**config.mk**
```make
export PLATFORM = sky130hd
export DESIGN_NAME = pipeline_hazard_ctrl
export DESIGN_NICKNAME = d
export VERILOG_FILES = /design/src/rtl/hazard_pkg.sv /design/src/rtl/hazard_perf_cnt.sv /design/src/rtl/pipeline_hazard_ctrl.sv
export SDC_FILE = /design/constraint.sdc
export NUM_CORES = 1
export LEC_CHECK = 0
export ABC_AREA = 0
export CAP_MARGIN = 10
export CORE_MARGIN = 8
export CORE_UTILIZATION = 37
export CTS_CLUSTER_DIAMETER = 40
export DETAILED_ROUTE_END_ITERATION = 7
export HOLD_SLACK_MARGIN = 0.05
export PLACE_DENSITY = 0.8
export SETUP_SLACK_MARGIN = 0.1
export SYNTH_ARGS = -nofsm -noshare
export SYNTH_HDL_FRONTEND = slang
export SYNTH_SLANG_ARGS = --single-unit
```
**constraint.sdc**
```tcl
create_clock -name clk -period 3.8 [get_ports clk]
set_input_delay 0.76 -clock clk [delete_from_list [all_inputs] [get_ports clk]]
set_output_delay 0.76 -clock clk [all_outputs]
set_load 0.02 [all_outputs]
```
**src/rtl/hazard_pkg.sv**
```systemverilog
// Shared definitions for the pipeline hazard controller: FSM encoding,
// the hard-wired zero register index and the default register-index width.
package hazard_pkg;

    localparam int HAZ_REG_W = 5;
    localparam int unsigned REG_ZERO = 0;

    typedef enum logic [0:0] {
        ST_RUN      = 1'b0,
        ST_MEM_WAIT = 1'b1
    } hz_state_e;

endpackage

```
**src/rtl/hazard_perf_cnt.sv**
```systemverilog
// Saturating event counter used for the hazard controller performance
// statistics; clears on rst and holds once it reaches all-ones.
module hazard_perf_cnt #(
    parameter int W = 16
) (
    input  logic         clk,
    input  logic         rst,
    input  logic         inc,
    output logic [W-1:0] count
);

    localparam logic [W-1:0] CNT_MAX = {W{1'b1}};

    // count one event per cycle, sticking at the maximum value
    always_ff @(posedge clk) begin
        if (rst) begin
            count <= {W{1'b0}};
        end else if (inc && (count != CNT_MAX)) begin
            count <= count + W'(1);
        end else begin
            count <= count;
        end
    end

endmodule

```
**src/rtl/pipeline_hazard_ctrl.sv**
```systemverilog
// Central 5-stage pipeline controller: load-use stall, taken-branch flush and
// frozen data-memory handshake with timeout. Optional counters: HAZ_PERF_CNT_EN.
module pipeline_hazard_ctrl
    import hazard_pkg::*;
#(
    parameter int REG_W       = HAZ_REG_W,
    parameter int MEM_TIMEOUT = 8
`ifdef HAZ_PERF_CNT_EN
    ,
    parameter int CNT_W       = 16
`endif
) (
    input  logic             clk,
    input  logic             rst,
    input  logic [REG_W-1:0] id_rs,
    input  logic [REG_W-1:0] id_rt,
    input  logic             idex_memr,
    input  logic [REG_W-1:0] idex_rt,
    input  logic             exmem_branch,
    input  logic             exmem_zflag,
    input  logic             exmem_memr,
    input  logic             exmem_memw,
    input  logic             mem_ack,
    output logic             pc_write,
    output logic             ifid_write,
    output logic             idex_write,
    output logic             exmem_write,
    output logic             idex_bubble,
    output logic             ifid_flush,
    output logic             idex_flush,
    output logic             exmem_flush,
    output logic             pc_src,
    output logic             mem_req,
    output logic             mem_err
`ifdef HAZ_PERF_CNT_EN
    ,
    output logic [CNT_W-1:0] perf_stall,
    output logic [CNT_W-1:0] perf_flush,
    output logic [CNT_W-1:0] perf_lduse
`endif
);

    localparam int WAIT_W = $clog2(MEM_TIMEOUT + 1);
    localparam logic [WAIT_W-1:0] WAIT_MAX = WAIT_W'(MEM_TIMEOUT);

    hz_state_e         state_r;
    hz_state_e         state_nxt_s;
    logic [WAIT_W-1:0] wait_cnt_r;
    logic [WAIT_W-1:0] wait_nxt_s;
    logic              mem_err_r;
    logic              set_err_s;

    logic memop_s;
    logic taken_s;
    logic lduse_s;
    logic freeze_s;
    logic flush_s;
    logic stall_s;
    logic mem_req_s;

    assign memop_s = exmem_memr | exmem_memw;
    assign taken_s = exmem_branch & exmem_zflag;
    assign lduse_s = idex_memr & (idex_rt != REG_W'(REG_ZERO)) &
                     ((idex_rt == id_rs) | (idex_rt == id_rt));

    // hazard arbitration: freeze beats branch flush beats load-use
    always_comb begin
        freeze_s    = 1'b0;
        flush_s     = 1'b0;
        stall_s     = 1'b0;
        mem_req_s   = 1'b0;
        set_err_s   = 1'b0;
        state_nxt_s = state_r;
        wait_nxt_s  = wait_cnt_r;
        if (rst) begin
            state_nxt_s = ST_RUN;
            wait_nxt_s  = {WAIT_W{1'b0}};
        end else begin
            case (state_r)
                ST_RUN: begin
                    mem_req_s = memop_s;
                    // an acknowledged access still masks a branch in the same cycle
                    if (memop_s && !mem_ack) begin
                        freeze_s    = 1'b1;
                        state_nxt_s = ST_MEM_WAIT;
                        wait_nxt_s  = WAIT_W'(1);
                    end else if (taken_s && !memop_s) begin
                        flush_s = 1'b1;
                    end else if (lduse_s) begin
                        stall_s = 1'b1;
                    end else begin
                        stall_s = 1'b0;
                    end
                end
                ST_MEM_WAIT: begin
                    mem_req_s = 1'b1;
                    if (mem_ack) begin
                        state_nxt_s = ST_RUN;
                        wait_nxt_s  = {WAIT_W{1'b0}};
                    end else if (wait_cnt_r == WAIT_MAX) begin
                        state_nxt_s = ST_RUN;
                        wait_nxt_s  = {WAIT_W{1'b0}};
                        set_err_s   = 1'b1;
                    end else begin
                        freeze_s   = 1'b1;
                        wait_nxt_s = wait_cnt_r + WAIT_W'(1);
                    end
                end
                default: begin
                    state_nxt_s = ST_RUN;
                    wait_nxt_s  = {WAIT_W{1'b0}};
                end
            endcase
        end
    end

    // FSM, wait counter and sticky timeout flag
    always_ff @(posedge clk) begin
        if (rst) begin
            state_r    <= ST_RUN;
            wait_cnt_r <= {WAIT_W{1'b0}};
            mem_err_r  <= 1'b0;
        end else begin
            state_r    <= state_nxt_s;
            wait_cnt_r <= wait_nxt_s;
            mem_err_r  <= mem_err_r | set_err_s;
        end
    end

    assign pc_write    = ~(freeze_s | stall_s);
    assign ifid_write  = ~(freeze_s | stall_s);
    assign idex_write  = ~freeze_s;
    assign exmem_write = ~freeze_s;
    assign idex_bubble = stall_s;
    assign ifid_flush  = flush_s;
    assign idex_flush  = flush_s;
    assign exmem_flush = flush_s;
    assign pc_src      = flush_s;
    assign mem_req     = mem_req_s;
    assign mem_err     = mem_err_r;

`ifdef HAZ_PERF_CNT_EN
    logic stall_evt_s;

    assign stall_evt_s = freeze_s | stall_s;

    hazard_perf_cnt #(.W(CNT_W)) u_cnt_stall (
        .clk   (clk),
        .rst   (rst),
        .inc   (stall_evt_s),
        .count (perf_stall)
    );

    hazard_perf_cnt #(.W(CNT_W)) u_cnt_flush (
        .clk   (clk),
        .rst   (rst),
        .inc   (flush_s),
        .count (perf_flush)
    );

    hazard_perf_cnt #(.W(CNT_W)) u_cnt_lduse (
        .clk   (clk),
        .rst   (rst),
        .inc   (stall_s),
        .count (perf_lduse)
    );
`endif

endmodule

```
### After elaboration in Yosys (flattened, before gate mapping)

Index checks and enable logic that the tools add are counted.

| cells by class | value |
|---|---|
| $add $sub $neg | 1 |
| equal/unequal tests | 4 |
| muxes and demuxes | 24 |
| bitwise operators | 10 |
| reductions and logical operators | 5 |

Operators with widths:

| cell | number |
|---|---|
| 1-bit two-way mux | 18 |
| 4-bit two-way mux | 3 |
| 5-bit equality test | 2 |
| 4-bit one-hot mux with 2 select lines | 1 |
| 5-bit nonzero test | 1 |
| 4-bit by 1-bit adder with 4-bit output (second input constant) | 1 |
| 4-bit equality test (second input constant) | 1 |
| 1-bit bitwise OR | 4 |
| 1-bit one-hot mux with 2 select lines | 2 |
| 1-bit AND | 3 |
| 1-bit NOT | 3 |
| 1-bit logical AND | 2 |
| 1-bit zero test | 2 |
| 2-bit != test (second input constant) | 1 |

| word-level totals | value |
|---|---|
| register bits after elaboration | 6 |
| bits of input ports | 23 |
| output and inout port bits | 11 |

### Depth between registers and ports, before layout

| logic depth | value |
|---|---|
| depth in word-level cells | 10 |
| gate-level depth with buffers | 7 |

### Worst setup path before layout

Ideal clock, no wire load.

| path | value |
|---|---|
| kind | input to output |
| from | input port idex_rt[1] |
| to | output port pc_write |
| arrival time | 2,057 ps |
| data required time | 3,040 ps |
| path slack | 983 ps |
| stages on the path | 5 |
| cells stage by stage | or4_1 nor2_1 nor4_1 a21oi_1 buf_4 |

| between the ends | value |
|---|---|
| cells in the longest elaborated chain, start to end | 10 |
| elaborated cells on any way between the ends | 13 |
| those cells by class | eq/ne (2); mux (5); bitwise (5); reduce/logical (1) |

Ends and longest elaborated chain:

| element | RTL line | source |
|---|---|---|
| from (decl) | pipeline_hazard_ctrl.sv:18 | `input logic [REG_W-1:0] idex_rt,` |
| 5-bit equality test / 5-bit nonzero test (equally long branches) | pipeline_hazard_ctrl.sv:64, pipeline_hazard_ctrl.sv:63 |  |
| 1-bit bitwise OR / 1-bit AND (equally long branches) | pipeline_hazard_ctrl.sv:64, pipeline_hazard_ctrl.sv:63 |  |
| 1-bit AND (*) | pipeline_hazard_ctrl.sv:63 | `assign lduse_s = idex_memr & (idex_rt != REG_W'(REG_ZERO)) &` |
| 1-bit two-way mux (*) | pipeline_hazard_ctrl.sv:89 | `end else if (lduse_s) begin` |
| 1-bit two-way mux (*) | pipeline_hazard_ctrl.sv:87 | `end else if (taken_s && !memop_s) begin` |
| 1-bit two-way mux (*) | pipeline_hazard_ctrl.sv:83 | `if (memop_s && !mem_ack) begin` |
| 1-bit two-way mux (*) | pipeline_hazard_ctrl.sv:79 | `case (state_r)` |
| 1-bit two-way mux (*) | pipeline_hazard_ctrl.sv:75 | `if (rst) begin` |
| 1-bit bitwise OR (*) | n/a |  |
| 1-bit NOT (*) | n/a |  |
| to (decl) | pipeline_hazard_ctrl.sv:24 | `output logic pc_write,` |

Mark *: on every way between the ends. The rest lies on a longest branch, timed or not.

### Worst setup path after layout

| path | value |
|---|---|
| from | input port idex_rt[1] |
| to | output port ifid_write |

| between the ends | value |
|---|---|
| cells in the longest elaborated chain, start to end | 10 |
| elaborated cells on any way between the ends | 13 |
| those cells by class | eq/ne (2); mux (5); bitwise (5); reduce/logical (1) |

Ends and longest elaborated chain:

| element | RTL line | source |
|---|---|---|
| 5-bit equality test / 5-bit nonzero test (equally long branches) | pipeline_hazard_ctrl.sv:64, pipeline_hazard_ctrl.sv:63 |  |
| 1-bit bitwise OR / 1-bit AND (equally long branches) | pipeline_hazard_ctrl.sv:64, pipeline_hazard_ctrl.sv:63 |  |
| 1-bit AND (*) | pipeline_hazard_ctrl.sv:63 |  |
| 1-bit two-way mux (*) | pipeline_hazard_ctrl.sv:89 |  |
| 1-bit two-way mux (*) | pipeline_hazard_ctrl.sv:87 |  |
| 1-bit two-way mux (*) | pipeline_hazard_ctrl.sv:83 |  |
| 1-bit two-way mux (*) | pipeline_hazard_ctrl.sv:79 |  |
| 1-bit two-way mux (*) | pipeline_hazard_ctrl.sv:75 |  |
| 1-bit bitwise OR (*) | pipeline_hazard_ctrl.sv:131 | `assign ifid_write = ~(freeze_s \| stall_s);` |
| 1-bit NOT (*) | pipeline_hazard_ctrl.sv:131 |  |
| to (decl) | pipeline_hazard_ctrl.sv:25 | `output logic ifid_write,` |

Marked as above.

==> report_table.html <==
<table>
<tr><th>Metric</th><th>Value</th></tr>
<tr><th colspan="2">Outcome</th></tr>
<tr><td>Outcome</td><td>finished clean</td></tr>
<tr><th colspan="2">Timing</th></tr>
<tr><td>Period utilization</td><td>about 90%</td></tr>
<tr><td>Clock Skew</td><td>5.96 ps</td></tr>
<tr><td>Total count of hold-check failures in the final report</td><td>0</td></tr>
<tr><td>Setup violations, final</td><td>0</td></tr>
<tr><td>Highest clock frequency the design can meet</td><td>0.285 GHz</td></tr>
<tr><td>Worst slew slack as a fraction of its limit</td><td>just over 70%</td></tr>
<tr><td>RSZ-0062 raised after global routing</td><td>no</td></tr>
<tr><td>Worst hold-check slack</td><td>476 ps</td></tr>
<tr><td>Worst Max-Slew Pin Slew</td><td>416 ps</td></tr>
<tr><td>Total negative slack</td><td>0 ps</td></tr>
<tr><td>Total count of max-transition violations in the final report</td><td>0</td></tr>
<tr><td>Final period demand of the worst path</td><td>roughly 3500 ps</td></tr>
<tr><th colspan="2">Critical path</th></tr>
<tr><td>Critical path origin</td><td>idex_rt[1]</td></tr>
<tr><td>Number of cell instances on the worst register-to-register path</td><td>5</td></tr>
<tr><td>Required time at the endpoint of the critical path</td><td>between 3000 and 4000 ps</td></tr>
<tr><td>Critical path class</td><td>in -&gt; out</td></tr>
<tr><td>Reg2reg end</td><td>wait_cnt_r[0]$_SDFFE_PP0P_</td></tr>
<tr><td>Reg2Reg Setup Slack</td><td>2270 ps</td></tr>
<tr><td>CP Capture Type</td><td>primary output</td></tr>
<tr><td>CP Capture Point</td><td>ifid_write</td></tr>
<tr><td>Origin of the critical flop-to-flop path</td><td>wait_cnt_r[0]$_SDFFE_PP0P_</td></tr>
<tr><td>Worst Path Max Fanout</td><td>3</td></tr>
<tr><td>Startpoint type of the worst setup path</td><td>input port</td></tr>
<tr><td>Endpoint arrival time on the critical path</td><td>2750 ps</td></tr>
<tr><th colspan="2">Clock network</th></tr>
<tr><td>Clock sink count</td><td>6</td></tr>
<tr><td>Clock insertion delay at the later pin of the skew report</td><td>~240 ps</td></tr>
<tr><td>H-tree levels</td><td>1</td></tr>
<tr><td>TritonCTS clock tree</td><td>yes</td></tr>
<tr><td>Setup bufs post-CTS</td><td>0</td></tr>
<tr><td>Number of clock buffers inserted by TritonCTS</td><td>3</td></tr>
<tr><td>Number of buffers on the longest clock path</td><td>2</td></tr>
<tr><td>Post-cts gate resize count</td><td>0</td></tr>
<tr><td>Root buffer selected by CTS</td><td>clkbuf_4</td></tr>
<tr><td>Hold buffer count at CTS</td><td>0</td></tr>
<tr><td>Post-CTS clock slew at the launch and capture registers of the worst setup and hold paths</td><td>50 ps</td></tr>
<tr><th colspan="2">Pwr</th></tr>
<tr><td>Largest vdd supply drop</td><td>0.0000971 V</td></tr>
<tr><td>Internal power component</td><td>0.000146 W</td></tr>
<tr><td>Leak pwr</td><td>0.308 nW</td></tr>
<tr><td>Flop pwr share</td><td>34.2%</td></tr>
<tr><td>Combinational Power Share</td><td>36.8%</td></tr>
<tr><td>Fraction of power consumed by the clock network</td><td>between 20% and 30%</td></tr>
<tr><td>Sw Ratio</td><td>27.3%</td></tr>
<tr><td>Power density cells</td><td>236 mW/mm^2</td></tr>
<tr><td>Switching power of the nets</td><td>0.0000546 W</td></tr>
<tr><th colspan="2">Min path</th></tr>
<tr><td>Hold Path Origin</td><td>mem_err$_SDFF_PP0_</td></tr>
<tr><td>Worst hold path class</td><td>reg -&gt; reg</td></tr>
<tr><th colspan="2">Flow run</th></tr>
<tr><td>Max cap viols</td><td>0</td></tr>
<tr><th colspan="2">Synth</th></tr>
<tr><td>Post-Syn Instances</td><td>67</td></tr>
<tr><td>Synth Area per Inst</td><td>7.75 sq um</td></tr>
<tr><td>Synth area leaders</td><td>dfxtp_1 23%, xnor2_1 17%, buf_4 7.2%, nor2_1 6.5%, ha_1 4.8%</td></tr>
<tr><td>Post-synth net total</td><td>92</td></tr>
<tr><td>Area share of the largest cell type after synthesis</td><td>23.1%</td></tr>
<tr><td>Cell type with the highest aggregate area in the netlist</td><td>dfxtp_1</td></tr>
<tr><td>FF+latch count, synth</td><td>6</td></tr>
<tr><td>Yosys synthesis warning count</td><td>0</td></tr>
<tr><td>Distinct cell type count of the synthesized netlist</td><td>29</td></tr>
<tr><td>Post-synth design cell area</td><td>between 500 and 600 sq um</td></tr>
<tr><td>Sequential area share after synthesis</td><td>23.1%</td></tr>
<tr><th colspan="2">Die</th></tr>
<tr><td>Die height</td><td>53.5 microns</td></tr>
<tr><td>Starting density of the core</td><td>39.9%</td></tr>
<tr><td>Die Outline Area</td><td>0.00286 sq mm</td></tr>
<tr><td>Die Span X</td><td>53.5 microns</td></tr>
<tr><td>Area of the placeable core</td><td>0.00130 sq mm</td></tr>
<tr><td>Number of ports placed on the die boundary</td><td>34</td></tr>
<tr><td>Floorplan row count</td><td>13</td></tr>
<tr><th colspan="2">Global route</th></tr>
<tr><td>Total congestion overflow</td><td>0</td></tr>
<tr><td>Initial antenna violation count</td><td>0</td></tr>
<tr><td>Via count of the first global-routing pass</td><td>554</td></tr>
<tr><td>Largest net degree at the start of global routing</td><td>9</td></tr>
<tr><td>First-pass GRT wire length</td><td>2210 microns</td></tr>
<tr><td>Total track usage</td><td>10.0%</td></tr>
<tr><th colspan="2">Placement</th></tr>
<tr><td>PortBufs</td><td>33</td></tr>
<tr><td>Dpl hpwl</td><td>1220 microns</td></tr>
<tr><td>Weighted congestion reported at the end of routability-driven placement</td><td>0.731</td></tr>
<tr><td>Number of placed instances with taps included</td><td>110</td></tr>
<tr><th colspan="2">Drt</th></tr>
<tr><td>Count of unresolved DRC violations after routing</td><td>0</td></tr>
<tr><td>Routed via count divided by cell count</td><td>4.92</td></tr>
<tr><td>Drt first pass iters</td><td>4</td></tr>
<tr><td>Total wire length after detailed routing</td><td>around 1400 microns</td></tr>
<tr><td>Via count</td><td>556</td></tr>
<tr><td>Final ANT Viol Nets</td><td>0</td></tr>
<tr><td>Mean routed wirelength per cell</td><td>approximately 12 microns</td></tr>
<tr><td>Drt first-iter violations</td><td>6</td></tr>
<tr><th colspan="2">Finish</th></tr>
<tr><td>Antenna diodes</td><td>0</td></tr>
<tr><td>NumNets Final</td><td>125</td></tr>
<tr><td>Share of post-route cells with drive strength above 1</td><td>6.12%</td></tr>
<tr><td>Fillers</td><td>127</td></tr>
<tr><td>Utilization of the core after routing</td><td>65.3%</td></tr>
<tr><td>Area delta synth-&gt;final</td><td>63.6%</td></tr>
<tr><td>Final instance count without filler cells</td><td>between 100 and 150</td></tr>
</table>
per-layer routing:
layer | up-vias | global-route usage (%) | share of wire [%]
met5 | - | 0 | 0
met4 | 0 | 3.78 | 0
met3 | 0 | 5.88 | 12
met2 | 21 | 17.2 | 47
met1 | 247 | 9.69 | 41
li1 | 288 | - | -
stage by stage:
step,total power [W],cell area (sq um),setup WS (ps)
floorplan,0.000106,519,983
global placement,0.000144,827,300
detailed placement,0.000144,827,259
CTS,0.000202,850,263
global route,0.000213,850,158
finish,0.000200,850,285
cells in the final DEF, fill, tap and decap left out, types with 2 or more instances in the layout:
| cell | instances |
|---|---|
| ha_1 | 2 |
| nor3_1 | 3 |
| clkbuf_4 | 3 |
| nor2_1 | 9 |
| a21oi_1 | 3 |
| xnor2_1 | 10 |
| dfxtp_1 | 6 |
| nand2_1 | 4 |
| nand3_1 | 3 |
| inv_1 | 3 |
| clkdlybuf4s50_1 | 33 |
power by group through the flow:
stage | Sequential (W) | Clock (W) | Combinational, W
after global placement | 0.0000694 | 0 | 0.0000741
after CTS | 0.0000684 | 0.0000593 | 0.0000746
after detailed placement | 0.0000696 | 0 | 0.0000745
after global routing | 0.0000691 | 0.0000640 | 0.0000795
after floorplan | 0.0000687 | 0 | 0.0000373
final | 0.0000684 | 0.0000583 | 0.0000736
worst min-delay path by stage:
stage | to | slack [ps] | cells after the start
final | mem_err$_SDFF_PP0_ | 480 | 2
after detailed placement | wait_cnt_r[3]$_SDFFE_PP0P_ | 470 | 1
after global routing | wait_cnt_r[3]$_SDFFE_PP0P_ | 500 | 1
after global placement | mem_err$_SDFF_PP0_ | 450 | 2
after CTS | wait_cnt_r[3]$_SDFFE_PP0P_ | 480 | 1
after floorplan | wait_cnt_r[3]$_SDFFE_PP0P_ | 440 | 1
cell type report:
class	instances	area, sq um	share of cell area (%)
clock buffer	3	22.5	2.65
inverter	3	11.3	1.33
timing repair buffer	34	338	39.8
sequential	6	120	14.1
multi-input combinational	52	339	39.9
tap	15	18.8	2.21
worst max-delay path, cell delays in order:
cell and delay, ps:
clkdlybuf4s50_1 460, or4_1 530, nor2_1 110, nor4_1 70, a21oi_1 180, clkdlybuf4s50_1 640
cells by family (layout without fill, tap and decap cells):
family                   after synthesis  after routing  synth area share, %
AND/OR/NAND/NOR                       29             29                 28.9
AO/OA/AOI/OAI                         11             11                 14.7
XOR/XNOR                              10             10                 16.9
buffers and inverters                  9             40                 11.6
flip-flops                             6              6                 23.1
adder cells (fa/ha/maj)                2              2                 4.82
Yosys cell counts, drive strengths merged:
| cell | n |
|---|---|
| o21bai | 1 |
| nand2b | 1 |
| xnor2 | 10 |
| nand3 | 3 |
| ha | 2 |
| nor3b | 1 |
| o21a | 1 |
| or4 | 1 |
| and2 | 1 |
| inv | 3 |
| o21ai | 1 |
| or2b | 1 |
| nor2 | 9 |
| nand2 | 4 |
| nand3b | 1 |
| nor3 | 3 |
| dfxtp | 6 |
| a311oi | 1 |
| and3b | 1 |
| nor2b | 1 |
| or3 | 1 |
| nor4 | 1 |
| buf | 6 |
| o22ai | 1 |
| a221oi | 1 |
| a22oi | 1 |
| o21ba | 1 |
| a21oi | 3 |
state kept, by name, indices dropped and copies added (netlist names):
| register | count |
|---|---|
| state_r | 1 |
| mem_err | 1 |
| wait_cnt_r | 4 |
Note: power is estimated with default switching activity, not from simulation.
